## config.mk

```make
export PLATFORM = sky130hd
export DESIGN_NAME = ansi_localparam_gather
export DESIGN_NICKNAME = d
export VERILOG_FILES = /design/src/rtl/ansi_localparam_gather.sv
export SDC_FILE = /design/constraint.sdc
export NUM_CORES = 1
export LEC_CHECK = 0
export BUFFER_PORTS_ARGS = -buffer_cell sky130_fd_sc_hd__buf_4
export CORE_ASPECT_RATIO = 0.8
export CORE_MARGIN = 5
export CORE_UTILIZATION = 45
export CTS_BUF_LIST = sky130_fd_sc_hd__clkbuf_2
export DETAILED_ROUTE_END_ITERATION = 10
export PLACE_DENSITY = 0.66
export RECOVER_POWER = 100
export SYNTH_ARGS = -nofsm -noshare
export SYNTH_HDL_FRONTEND = slang
export SYNTH_SLANG_ARGS = --single-unit
```

## constraint.sdc

```tcl
create_clock -name CLK -period 1.8 [get_ports CLK]
set_input_delay 0.36 -clock CLK [delete_from_list [all_inputs] [get_ports CLK]]
set_output_delay 0.36 -clock CLK [all_outputs]
set_load 0.02 [all_outputs]
```

## src/rtl/ansi_localparam_gather.sv

```systemverilog
`default_nettype none
// ============================================================================
// Module      : ansi_localparam_gather
// Description : Width-gathering receiver. Packs DEPTH WIDTH-bit beats into one
//               WIDTH*DEPTH-bit word, emitting early when in_last is seen.
// Revision    : 1.0 - initial release
// ============================================================================
module ansi_localparam_gather #(
    parameter  int WIDTH = 2,
    parameter  int DEPTH = 4,
    localparam int OUT_W = WIDTH * DEPTH,
    localparam int CNT_W = $clog2(DEPTH + 1)
) (
    input  logic             CLK,
    input  logic             RST,
    input  logic             in_valid,
    output logic             in_ready,
    input  logic [WIDTH-1:0] in_data,
    input  logic             in_last,
    output logic             out_valid,
    input  logic             out_ready,
    output logic [OUT_W-1:0] out_data,
    output logic [CNT_W-1:0] out_count
);

    localparam logic [CNT_W-1:0] c_last_idx = CNT_W'(DEPTH - 1);

    logic [OUT_W-1:0] r_asm;
    logic [CNT_W-1:0] r_cnt;
    logic [OUT_W-1:0] r_out_data;
    logic [CNT_W-1:0] r_out_count;
    logic             r_out_valid;

    logic             w_closing;
    logic             w_accept;
    logic [OUT_W-1:0] w_beat_shifted;
    logic [OUT_W-1:0] w_merged;

    // A closing beat needs the output slot free (or freeing this cycle);
    // all other beats only touch the assembly register and never stall.
    assign w_closing      = (r_cnt == c_last_idx) || in_last;
    assign in_ready       = !RST && (!w_closing || !r_out_valid || out_ready);
    assign w_accept       = in_valid && in_ready;
    assign w_beat_shifted = OUT_W'(in_data) << (int'(r_cnt) * WIDTH);
    assign w_merged       = r_asm | w_beat_shifted;

    always_ff @(posedge CLK) begin
        if (RST) begin
            r_asm       <= '0;
            r_cnt       <= '0;
            r_out_data  <= '0;
            r_out_count <= '0;
            r_out_valid <= 1'b0;
        end else begin
            if (r_out_valid && out_ready) begin
                r_out_valid <= 1'b0;
            end
            // A closing accept overrides the drop above so words flow back-to-back.
            if (w_accept) begin
                if (w_closing) begin
                    r_out_data  <= w_merged;
                    r_out_count <= r_cnt + CNT_W'(1);
                    r_out_valid <= 1'b1;
                    r_asm       <= '0;
                    r_cnt       <= '0;
                end else begin
                    r_asm <= w_merged;
                    r_cnt <= r_cnt + CNT_W'(1);
                end
            end
        end
    end

    assign out_valid = r_out_valid;
    assign out_data  = r_out_data;
    assign out_count = r_out_count;

endmodule
`default_nettype wire

```

* After elaboration in Yosys (flattened, before gate mapping)
Cells that the tools add are included.
** Word-level totals
- Flip-flop bits (word level) :: 23
- Logic and storage cells :: 24
** Operators by class
- Shift operators :: 1
- Bitwise logic cells :: 1
- Reduce and logical (&&, ||, !) cells :: 10
- Muxes and demuxes :: 5
- Eq/ne operators :: 1
- Add/sub/neg operators :: 1
** Operator list (number)
- 2-to-1 mux 8 bit :: 1
- OR 8 bit :: 1
- left shift 2 x 4 -> 8 bit :: 1
- adder 3 x 1 -> 3 bit (second input constant) :: 1
- == test 3 x 2 -> 1 bit (second input constant) :: 1
- logical AND 1 bit :: 3
- zero test 1 bit :: 3
- logical OR 1 bit :: 3
- 2-to-1 mux 1 bit :: 3
- 2-to-1 mux 3 bit :: 1
- AND reduction 2 bit :: 1

* Longest topological paths before layout
Gate-level depths: netlist of run 1.
- Depth in word-level cells :: 8
- Gate-level depth with buffers :: 7
- Depth with buffers taken out :: 6

* Worst setup path after synthesis of run 1
No wires, ideal clock.
- Kind :: register -> output
- Start :: reg r_cnt[1]
- End :: out in_ready
- Required time :: 1.440 ns
- Cell stages (with the launch flop) :: 6
- Arrival :: 1.277 ns
- Path slack :: 0.163 ns
- Cell sequence :: dfxtp_1 -> ha_1 -> ha_1 -> nor2_2 -> nor2_1 -> nor2_1
** On the way
- Longest elaborated chain between the ends :: 6
** Ends and longest elaborated chain
- start: declaration :: line 29 : logic [CNT_W-1:0] r_cnt;
- start signal: assignment :: line 68 : r_cnt <= r_cnt + CNT_W'(1);
- == test 3 x 2 -> 1 bit :: line 41 : assign w_closing = (r_cnt == c_last_idx) || in_last;
- logical OR 1 bit :: line 41
- zero test 1 bit :: line 42 : assign in_ready = !RST && (!w_closing || !r_out_valid || out_ready);
- logical OR 1 bit (2 in a row) :: line 42
- logical AND 1 bit :: line 42
- end: declaration :: line 17 : output logic in_ready,
Every way passes these cells.

* Worst setup path in the final report of run 1
- Start :: reg r_cnt[0]
- End :: out in_ready
The elaborated chain is that of the path after synthesis.

==> results of run 1 <==
[cells by family (layout without fill, tap and decap cells)]
| group | after synthesis | after routing | synth area share, % |
|---|---|---|---|
| AO/OA/AOI/OAI | 29 | 29 | 24.5 |
| XOR/XNOR | 1 | 1 | 0.862 |
| adder cells (fa/ha/maj) | 2 | 2 | 2.46 |
| buffers and inverters | 8 | 30 | 4.31 |
| flip-flops | 23 | 23 | 45.3 |
| multiplexers | 2 | 2 | 1.97 |
| AND/OR/NAND/NOR | 43 | 43 | 20.6 |
[final cells by class]
cell class | count | area [um2] | share of cell area [%]
Tap cell | 25 | 31.3 | 2.61
Clock inverter | 1 | 5.00 | 0.417
Multi-Input combinational cell | 77 | 542 | 45.2
Inverter | 2 | 7.51 | 0.626
Timing Repair Buffer | 24 | 135 | 11.3
Clock buffer | 3 | 15.0 | 1.25
Sequential cell | 23 | 464 | 38.7
[power by group]
group,internal (W),switching (W)
Combinational,0.0000568,0.0000904
Sequential,0.000529,0.0000110
Clock,0.0000504,0.000162
Total,0.000636,0.000264
[registers in the layout (all words and copies together), names as in the netlist]
register / count
out_data: 8
r_cnt: 3
out_count: 3
r_asm: 8
out_valid: 1
[routing by layer]
layer | wire, um | GRT usage, % | share of wire (%)
met1 | 1080 | 18.5 | 51
met2 | 911 | 21.8 | 43
met3 | 90 | 4.94 | 4.3
met4 | 29 | 6.71 | 1.4
met5 | 0 | 0 | 0
[stage by stage]
step,TNS (ns),worst slack [ns],instance area [um2],cells,hold slack [ns]
2_1_floorplan,0,0.163,1020,108,0.425
3_3_place_gp,0,0.204,1200,150,0.447
3_5_place_dp,0,0.183,1200,150,0.456
4_1_cts,0,0.0104,1260,155,0.287
5_1_grt,-0.0532,-0.0526,1200,155,0.272
6_report,0,0.0231,1200,155,0.301
[what timing repair did]
item                       CTS  global route
resized for setup            8             0
pin swaps                    2             1
setup endpoints to repair    1             1
setup buffers                1             0
[worst max path at each step]
stage	startpoint	endpoint	slack (ns)	cells past startpoint
after global routing	r_cnt[0]	in_ready	-0.05	6
final	r_cnt[0]	in_ready	0.02	6
after floorplan	r_cnt[1]	in_ready	0.16	5
after CTS	r_cnt[1]	in_ready	0.01	6
after detailed placement	r_cnt[2]	r_asm[2]	0.18	6
after global placement	r_cnt[2]	in_ready	0.20	6
[worst reg2reg max path, delay by kind of cell, from the launching register on]
family	cells	cell delay (ns)
flip-flops	1	0.41
multiplexers	1	0.24
AND/OR/NAND/NOR	3	0.25
adder cells (fa/ha/maj)	2	0.27
buffers and inverters	2	0.48
[cells in the final DEF, fill, tap and decap left out, types with 4 or more instances in the layout]
cell type and instances:
a211oi_2 9, o21a_1 8, a21oi_1 5, nor2_1 21, nor2b_1 5, clkbuf_1 12, a31oi_1 4, dfxtp_1 20
nand2_1 8, buf_4 11
==> results.cfg, run 1 <==
[outcome]
status = finished, final reports clean

[grt]
grt_pass1_vias = 828
antenna_found_initial = 0
grt-ovfl-total = 0
grt_use_total_pct = 14.4
grt_pass1_wl_um = 3710
grt_max_degree = 23

[floorplan]
die_w_um = 63.1
num_io_pins = 20
coreArea_mm2 = 0.00216
num_rows = 15
die_h_um = 52.5
initial_core_util_pct = 47.1
design.die.area_mm2 = 0.00331

[drt]
drt-wirelength-per-cell_um = 13.6
viasPerCell = 5.40
route.vias.total = 837
postRouteAntennaNets = 0
remaining_drc_errors = 0
drt_pre_antenna_iters = 4
wl_um = 2110
dr.first_iter.drc_count = 30

[worst_setup_path]
cp_cell_sequence = ha_4 -> ha_4 -> nor2_4 -> nor2_1 -> nor2_1 -> buf_4
crit_path_start_kind = flip-flop
rr_startpoint = r_cnt[0]
crit_fanout = 2
path_class = flip-flop to primary output
worstRegToRegCells = 8
critical-path-top-delay-family = flip-flops
regToRegSetupSlack_ns = 0.07
cp-end-kind = primary output
critPathSlowestCell = dfxtp_2
reg2reg_to = out_count[1]
slowest_delay_ns = 0.39
worst-path-buf-inv = 1
required_ns = 1.44
timing.critical_path.arrival_ns = 1.42

[timing]
rsz0062_at_grt = true
drv_slew = 0
finalHoldViolations = 0
finalCritPeriodShare_pct = 98.7
relSlewSlack_pct = 63.9
worst_pin_slew_ns = 0.541
fin_skew_ns = 0.00645
setup_viol = 0
fmax_ghz = 0.563
post-route-min-period_ns = 1.78

[clock_tree]
cts_tree = done
clkSlewWorstSetupHoldPaths_ns = 0.22
clock_latency_ns = 0.35
cts_buffers = 3
cts.sinks = 23
cts-root-buf = clkbuf_2
clockBufferDepth = 2
holdBufCountCts = 0
cts.htree.levels = 1

[logic_synthesis]
synth.distinct_cells = 26
synth.top_cell.area_share_pct = 45.3
synth_seq_area_share_pct = 45.3
yosys_register_bits = 23
synth.largest_area_cell = dfxtp_1
synth-warning-count = 0
syn_nets = 117
synthesis.instances = 108
synth_most_common_cell = dfxtp_1
async_flop_share_pct = 0
synth_edf_count = 0
synthTopCellsByCount = dfxtp_1 (23), nor2_1 (21), a211oi_2 (9)
syn_area_per_cell_um2 = 9.41
synth_area_leaders = dfxtp_1 (45%), a211oi_2 (11%), nor2_1 (7.8%)
synthesis.area_mm2 = 0.00102
synth_flop_cell = dfxtp_1

[pwr]
p_leak_nw = 0.440
peakVddDrop_mv = 0.678
power.density_cell_area_mw_per_mm2 = 750
p_total_w = 0.000899

[finish]
drive_gt1_share_pct = 26.2
nNetsFinal = 140
fin_util_pct = 55.6
syn_to_final_growth_pct = 18.1
n_fill_cell = 215
antenna_cells = 0

[placement]
dpl.hpwl_um = 1530
portBuffers = 19
place.gp.congestion = 0.726

[hold_path]
whs_endpoint = out_data[6]
hold_path_class = primary input to flip-flop
worstHoldStart = RST
min_path_cells = 2

[run]
drv_cap = 0
No activity file was read; power rests on OpenSTA's default activity.
==> inputs of run 2 (changes only) <==
--- a/config.mk
+++ b/config.mk
@@ -6,4 +6,5 @@
 export NUM_CORES = 1
 export LEC_CHECK = 0
+export ABC_AREA = 1
 export BUFFER_PORTS_ARGS = -buffer_cell sky130_fd_sc_hd__buf_4
 export CORE_ASPECT_RATIO = 0.8
==> constraint.sdc (replaced) <==
create_clock -name CLK -period 1.8 [get_ports CLK]
set_input_delay 0.09 -clock CLK [delete_from_list [all_inputs] [get_ports CLK]]
set_output_delay 0.09 -clock CLK [all_outputs]
set_load 0.02 [all_outputs]
==> run 2 against run 1 <==
  * Utilization shrank 5.1 points
  * Clock power hardly changed
  * Synthesized area increased by 7.3%
  * Highest routed layer is now met3
  * Register-to-register slack improved by 0.11 ns
  * Largest power group unchanged
  * Global-route usage increased by 0.82 points
  * Cell count increased by 33%
==> results.cfg, run 2 <==
[timing]
post-route-min-period_ns = 1.68
drv_slew = 0
rsz0062_at_grt = false
fmax_ghz = 0.597
fin_skew_ns = 0.00415
setup_viol = 0
worst_pin_slew_ns = 0.398
finalCritPeriodShare_pct = 93.1
relSlewSlack_pct = 73.4
finalHoldViolations = 0
tns_ns = 0

[logic_synthesis]
synthesis.instances = 161
synth_edf_count = 0
synth.top_cell.area_share_pct = 42.3
syn_nets = 170
synth.largest_area_cell = dfxtp_1
synth-warning-count = 0
synthesis.area_mm2 = 0.00109
syn_area_per_cell_um2 = 6.77
synth_area_leaders = dfxtp_1 (42%), nand2_1 (12%), nor2_1 (11%)
synth_seq_area_share_pct = 42.3
yosys_register_bits = 23
async_flop_share_pct = 0
synthTopCellsByCount = nand2_1 (36), nor2_1 (32), inv_1 (27)
synth_flop_cell = dfxtp_1
synth.distinct_cells = 15
synth_most_common_cell = nand2_1

[drt]
remaining_drc_errors = 0
wl_um = 2380
drt_pre_antenna_iters = 4
drt-wirelength-per-cell_um = 11.6
postRouteAntennaNets = 0
dr.first_iter.drc_count = 93
viasPerCell = 4.84
route.vias.total = 998

[pwr]
p_leak_nw = 0.577
peakVddDrop_mv = 0.489
power.density_cell_area_mw_per_mm2 = 766

[grt]
antenna_found_initial = 0
grt_pass1_vias = 952
grt-ovfl-total = 0
grt_pass1_wl_um = 4120
grt_use_total_pct = 15.3
grt_max_degree = 26

[clock_tree]
post-cts-setup-buffers = 0
clockBufferDepth = 2
cts_tree = done
cts.sinks = 23
cts.htree.levels = 1
clkSlewWorstSetupHoldPaths_ns = 0.23
cts_buffers = 3
cts-root-buf = clkbuf_2
clock_latency_ns = 0.34

[floorplan]
num_io_pins = 20
design.die.area_mm2 = 0.00351
initial_core_util_pct = 45.7
die_h_um = 54.0
num_rows = 16
die_w_um = 65.0
coreArea_mm2 = 0.00238

[finish]
layout_common_cells = nand2_1 (35), nor2_1 (32), inv_1 (27), dfxtp_1 (22)
fin_util_pct = 50.5
nNetsFinal = 189
syn_to_final_growth_pct = 10.3
layout_commonest_cell = nand2_1
antenna_cells = 0
drive_gt1_share_pct = 8.94

[run]
drv_cap = 0

[worst_setup_path]
timing.critical_path.arrival_ns = 1.59
critPathSlowestCell = dfxtp_4
cpMostUsedCell = ha_1
cp-end-kind = primary output
cp_cell_sequence = ha_1 -> ha_1 -> inv_1 -> nand2_1 -> a21oi_2 -> clkbuf_2
path_class = flip-flop to primary output
slowest_delay_ns = 0.41
crit_fanout = 6
crit_path_start_kind = flip-flop
required_ns = 1.71
critical-path-top-delay-family = flip-flops
worst-path-buf-inv = 2

[hold_path]
hold_path_class = primary input to flip-flop

[outcome]
status = finished, final reports clean

[placement]
dpl.hpwl_um = 1650
portBuffers = 19
place.gp.congestion = 0.762
-- run 2: cell count changes after synthesis, sizes merged, moves of 8 or more --
cell,previous run,this run
o21a,8,0
nand2,8,36
nor2,22,32
o21ai,1,9
a211oi,10,0
inv,2,28
nand4,0,12
-- run 2: path summary, 6_finish.rpt --
kind / cells past startpoint / startpoint / to / slack (ns)
worst min register to register: 2 / r_asm[4] / r_asm[4] / 0.47
worst max-delay path: 6 / r_cnt[0] / in_ready / 0.12
worst max register to register: 7 / r_cnt[0] / r_asm[0] / 0.18
worst min-delay path: 4 / out_ready / out_valid / 0.02
-- run 2: report_power, final --
group | switching, W | leakage (nW) | internal, W
clock | 0.000164 | 0.0164 | 0.0000504
combinational | 0.000111 | 0.373 | 0.0000500
sequential | 0.0000120 | 0.188 | 0.000533
total | 0.000287 | 0.577 | 0.000633
-- run 2: layer usage --
layer | vias up | track usage, % | part of all wire (%)
li1 | 534 | - | -
met1 | 436 | 19.5 | 48
met2 | 28 | 26.3 | 46
met3 | 0 | 4.59 | 6.1
met4 | 0 | 2.07 | 0
met5 | - | 0 | 0
-- run 2: through the flow --
stage                     hold slack, ns  cells  area [um2]  worst slack, ns  total power, W
after floorplan                    0.159    161        1090            0.428        0.000672
after global placement             0.269    201        1220            0.214        0.000725
after detailed placement           0.274    201        1220           0.0887        0.000728
after CTS                         0.0579    206        1250           0.0340        0.000938
after global routing              0.0176    206        1200           0.0317        0.000975
final                             0.0153    206        1200            0.125        0.000921
-- run 2: area by class of cell --
| type | instances | area [um2] |
|---|---|---|
| clock buffer | 3 | 15.0 |
| clock inverter | 1 | 5.00 |
| fill | 251 | 1180 |
| inverter | 28 | 105 |
| multi-input combinational | 103 | 467 |
| sequential | 23 | 464 |
| tap | 27 | 33.8 |
| timing repair buffer | 21 | 113 |
-- run 2: worst register-to-register path: stages (launching register included) --
cell	delay (ns)
dfxtp_4	0.41
ha_1	0.19
ha_1	0.17
inv_1	0.05
nand2_1	0.10
nand4_1	0.16
nand2_1	0.26
a21oi_1	0.22
-- run 2: cell families after synthesis --
logic type	synth area share, %
compound gates	8.73
buf+inv	14.1
flops	42.3
simple gates	32.6
fa+ha+maj	2.30
-- run 2: timing repair --
action	in CTS	in global routing
endpoints found under the hold margin	1	0
setup endpoints to repair	0	5
gates resized for setup	0	4
hold buffers	1	0
==> inputs of run 3 (changes only) <==
Settings changed: BUFFER_PORTS_ARGS -buffer_cell sky130_fd_sc_hd__buf_4 to not set, DONT_BUFFER_PORTS set to 1, PLACE_DENSITY 0.66 to 0.59.
==> run 3 against run 2 <==
  * Largest cell class unchanged
  * Wire length decreased by 2.6%
  * Non-clock buffer count down 17
  * Cell count decreased by 8.3%
  * Worst setup slack better by 0.026 ns
  * First-iteration DRC count is 39% lower
  * Clock skew rose by 0.0054 ns
  * Sequential power increased by 4.0%
  * Hold slack improved by 0.010 ns
  * Highest routed layer is now met4
  * Register-to-register slack lost 0.03 ns
==> results.cfg, run 3 (synthesized netlist as in run 2, its figures left out) <==
[outcome]
status = finished, final reports clean

[drt]
dr.first_iter.drc_count = 57
postRouteAntennaNets = 0
viasPerCell = 4.98
drt-wirelength-per-cell_um = 12.3
remaining_drc_errors = 0
wl_um = 2320
route.vias.total = 942
drt_pre_antenna_iters = 4

[timing]
post-route-min-period_ns = 1.65
fin_skew_ns = 0.00950
rsz0062_at_grt = false
finalCritPeriodShare_pct = 91.7
worst_pin_slew_ns = 0.523
setup_viol = 0
finalHoldViolations = 0
holdWs_ns = 0.0253
setup_slack_ns = 0.150
fmax_ghz = 0.606
relSlewSlack_pct = 65.0
tns_ns = 0
drv_slew = 0

[floorplan]
die_w_um = 65.0
num_rows = 16
num_io_pins = 20
initial_core_util_pct = 45.7
coreArea_mm2 = 0.00238
design.die.area_mm2 = 0.00351
die_h_um = 54.0

[pwr]
power_frac_comb_pct = 13.8
switching_share_pct = 31.3
p_sw_w = 0.000284
p_int_w = 0.000624
power.density_cell_area_mw_per_mm2 = 791
p_leak_nw = 0.541
power_frac_seq_pct = 62.5
peakVddDrop_mv = 0.306
clkPwrFrac_pct = 23.7

[worst_setup_path]
path_class = flip-flop to primary output
crit_path_start_kind = flip-flop
required_ns = 1.71
cp-end-kind = primary output
crit_fanout = 6
timing.critical_path.arrival_ns = 1.56

[clock_tree]
cts.sinks = 23
clkSlewWorstSetupHoldPaths_ns = 0.22
cts_buffers = 3
cts-root-buf = clkbuf_2
clock_latency_ns = 0.35
clockBufferDepth = 2
cts.htree.levels = 1
cts_tree = done
post-cts-setup-buffers = 0

[grt]
grt_use_total_pct = 14.6
grt_pass1_wl_um = 3900
grt_pass1_vias = 868
grt-ovfl-total = 0
grt_max_degree = 26
antenna_found_initial = 0

[placement]
dpl.hpwl_um = 1530
pre_cts_ws_ns = 0.0972
portBuffers = 0
place.gp.congestion = 0.751

[finish]
layout_commonest_cell = nand2_1
layout_common_cells = nand2_1 (35), nor2_1 (32), inv_1 (27), dfxtp_1 (22), nand4_1 (11)
antenna_cells = 0
nNetsFinal = 172
regArea_um2 = 462
multi_input_area_um2 = 489
drive_gt1_share_pct = 6.17
n_fill_cell = 259
syn_to_final_growth_pct = 5.28

[hold_path]
hold_path_class = primary input to flip-flop

[run]
drv_cap = 0
run 3: changes by cell type in the layout (fill, tap and decap cells not counted), sizes merged:
cell | previous run | this run
clkbuf | 16 | 4
buf | 7 | 0
dlygate4sd3 | 1 | 3
run 3: layer usage:
metal / global-route usage, % / up-vias / part of all wire, %
li1: - / 498 / -
met1: 18.3 / 420 / 49
met2: 22.8 / 22 / 42
met3: 6.05 / 2 / 7.3
met4: 4.83 / 0 / 0.82
met5: 0 / - / 0
run 3: path summary, 6_finish.rpt:
| kind | startpoint | to | slack (ns) | cells past startpoint |
|---|---|---|---|---|
| setup / recovery | r_cnt[0] | in_ready | 0.15 | 5 |
| hold / removal | in_data[1] | r_asm[5] | 0.03 | 4 |
| setup reg to reg | r_cnt[0] | r_cnt[0] | 0.15 | 9 |
| hold reg to reg | r_asm[0] | r_asm[0] | 0.47 | 2 |
run 3: power groups by stage:
| stage | combinational (W) | clock [W] | sequential, W |
|---|---|---|---|
| finish | 0.000126 | 0.000215 | 0.000567 |
| CTS | 0.000122 | 0.000227 | 0.000567 |
| detailed placement | 0.000111 | 0 | 0.000577 |
| floorplan | 0.0000992 | 0 | 0.000573 |
| global route | 0.000143 | 0.000249 | 0.000571 |
| global placement | 0.000111 | 0 | 0.000576 |
run 3: worst max-delay path: stages (launching register included):
cell and delay, ns:
dfxtp_2 0.40, ha_1 0.20, ha_1 0.17, inv_1 0.05
nand2_1 0.14, a21oi_4 0.26
run 3: per-stage QoR:
stage	std cells	utilization (%)	power (W)	area (um2)
floorplan	161	-	0.000672	1090
global placement	182	45.4	0.000687	1080
detailed placement	182	45.4	0.000689	1080
CTS	189	47.7	0.000916	1140
global route	189	48.2	0.000963	1150
finish	189	48.2	0.000907	1150
run 3: layout make-up:
type / count / share of cell area [%]
inverter: 28 / 9.16
timing repair buffer: 4 / 3.27
tap: 27 / 2.94
clock buffer: 3 / 1.31
clock inverter: 1 / 0.436
sequential: 23 / 40.2
multi-input combinational: 103 / 42.6
run 3: timing repair:
| item | CTS | global route |
|---|---|---|
| hold buffers | 3 | 0 |
| endpoints found under the hold margin | 13 | 0 |
| resized for setup | 1 | 3 |
| endpoints found under the setup margin | 1 | 5 |
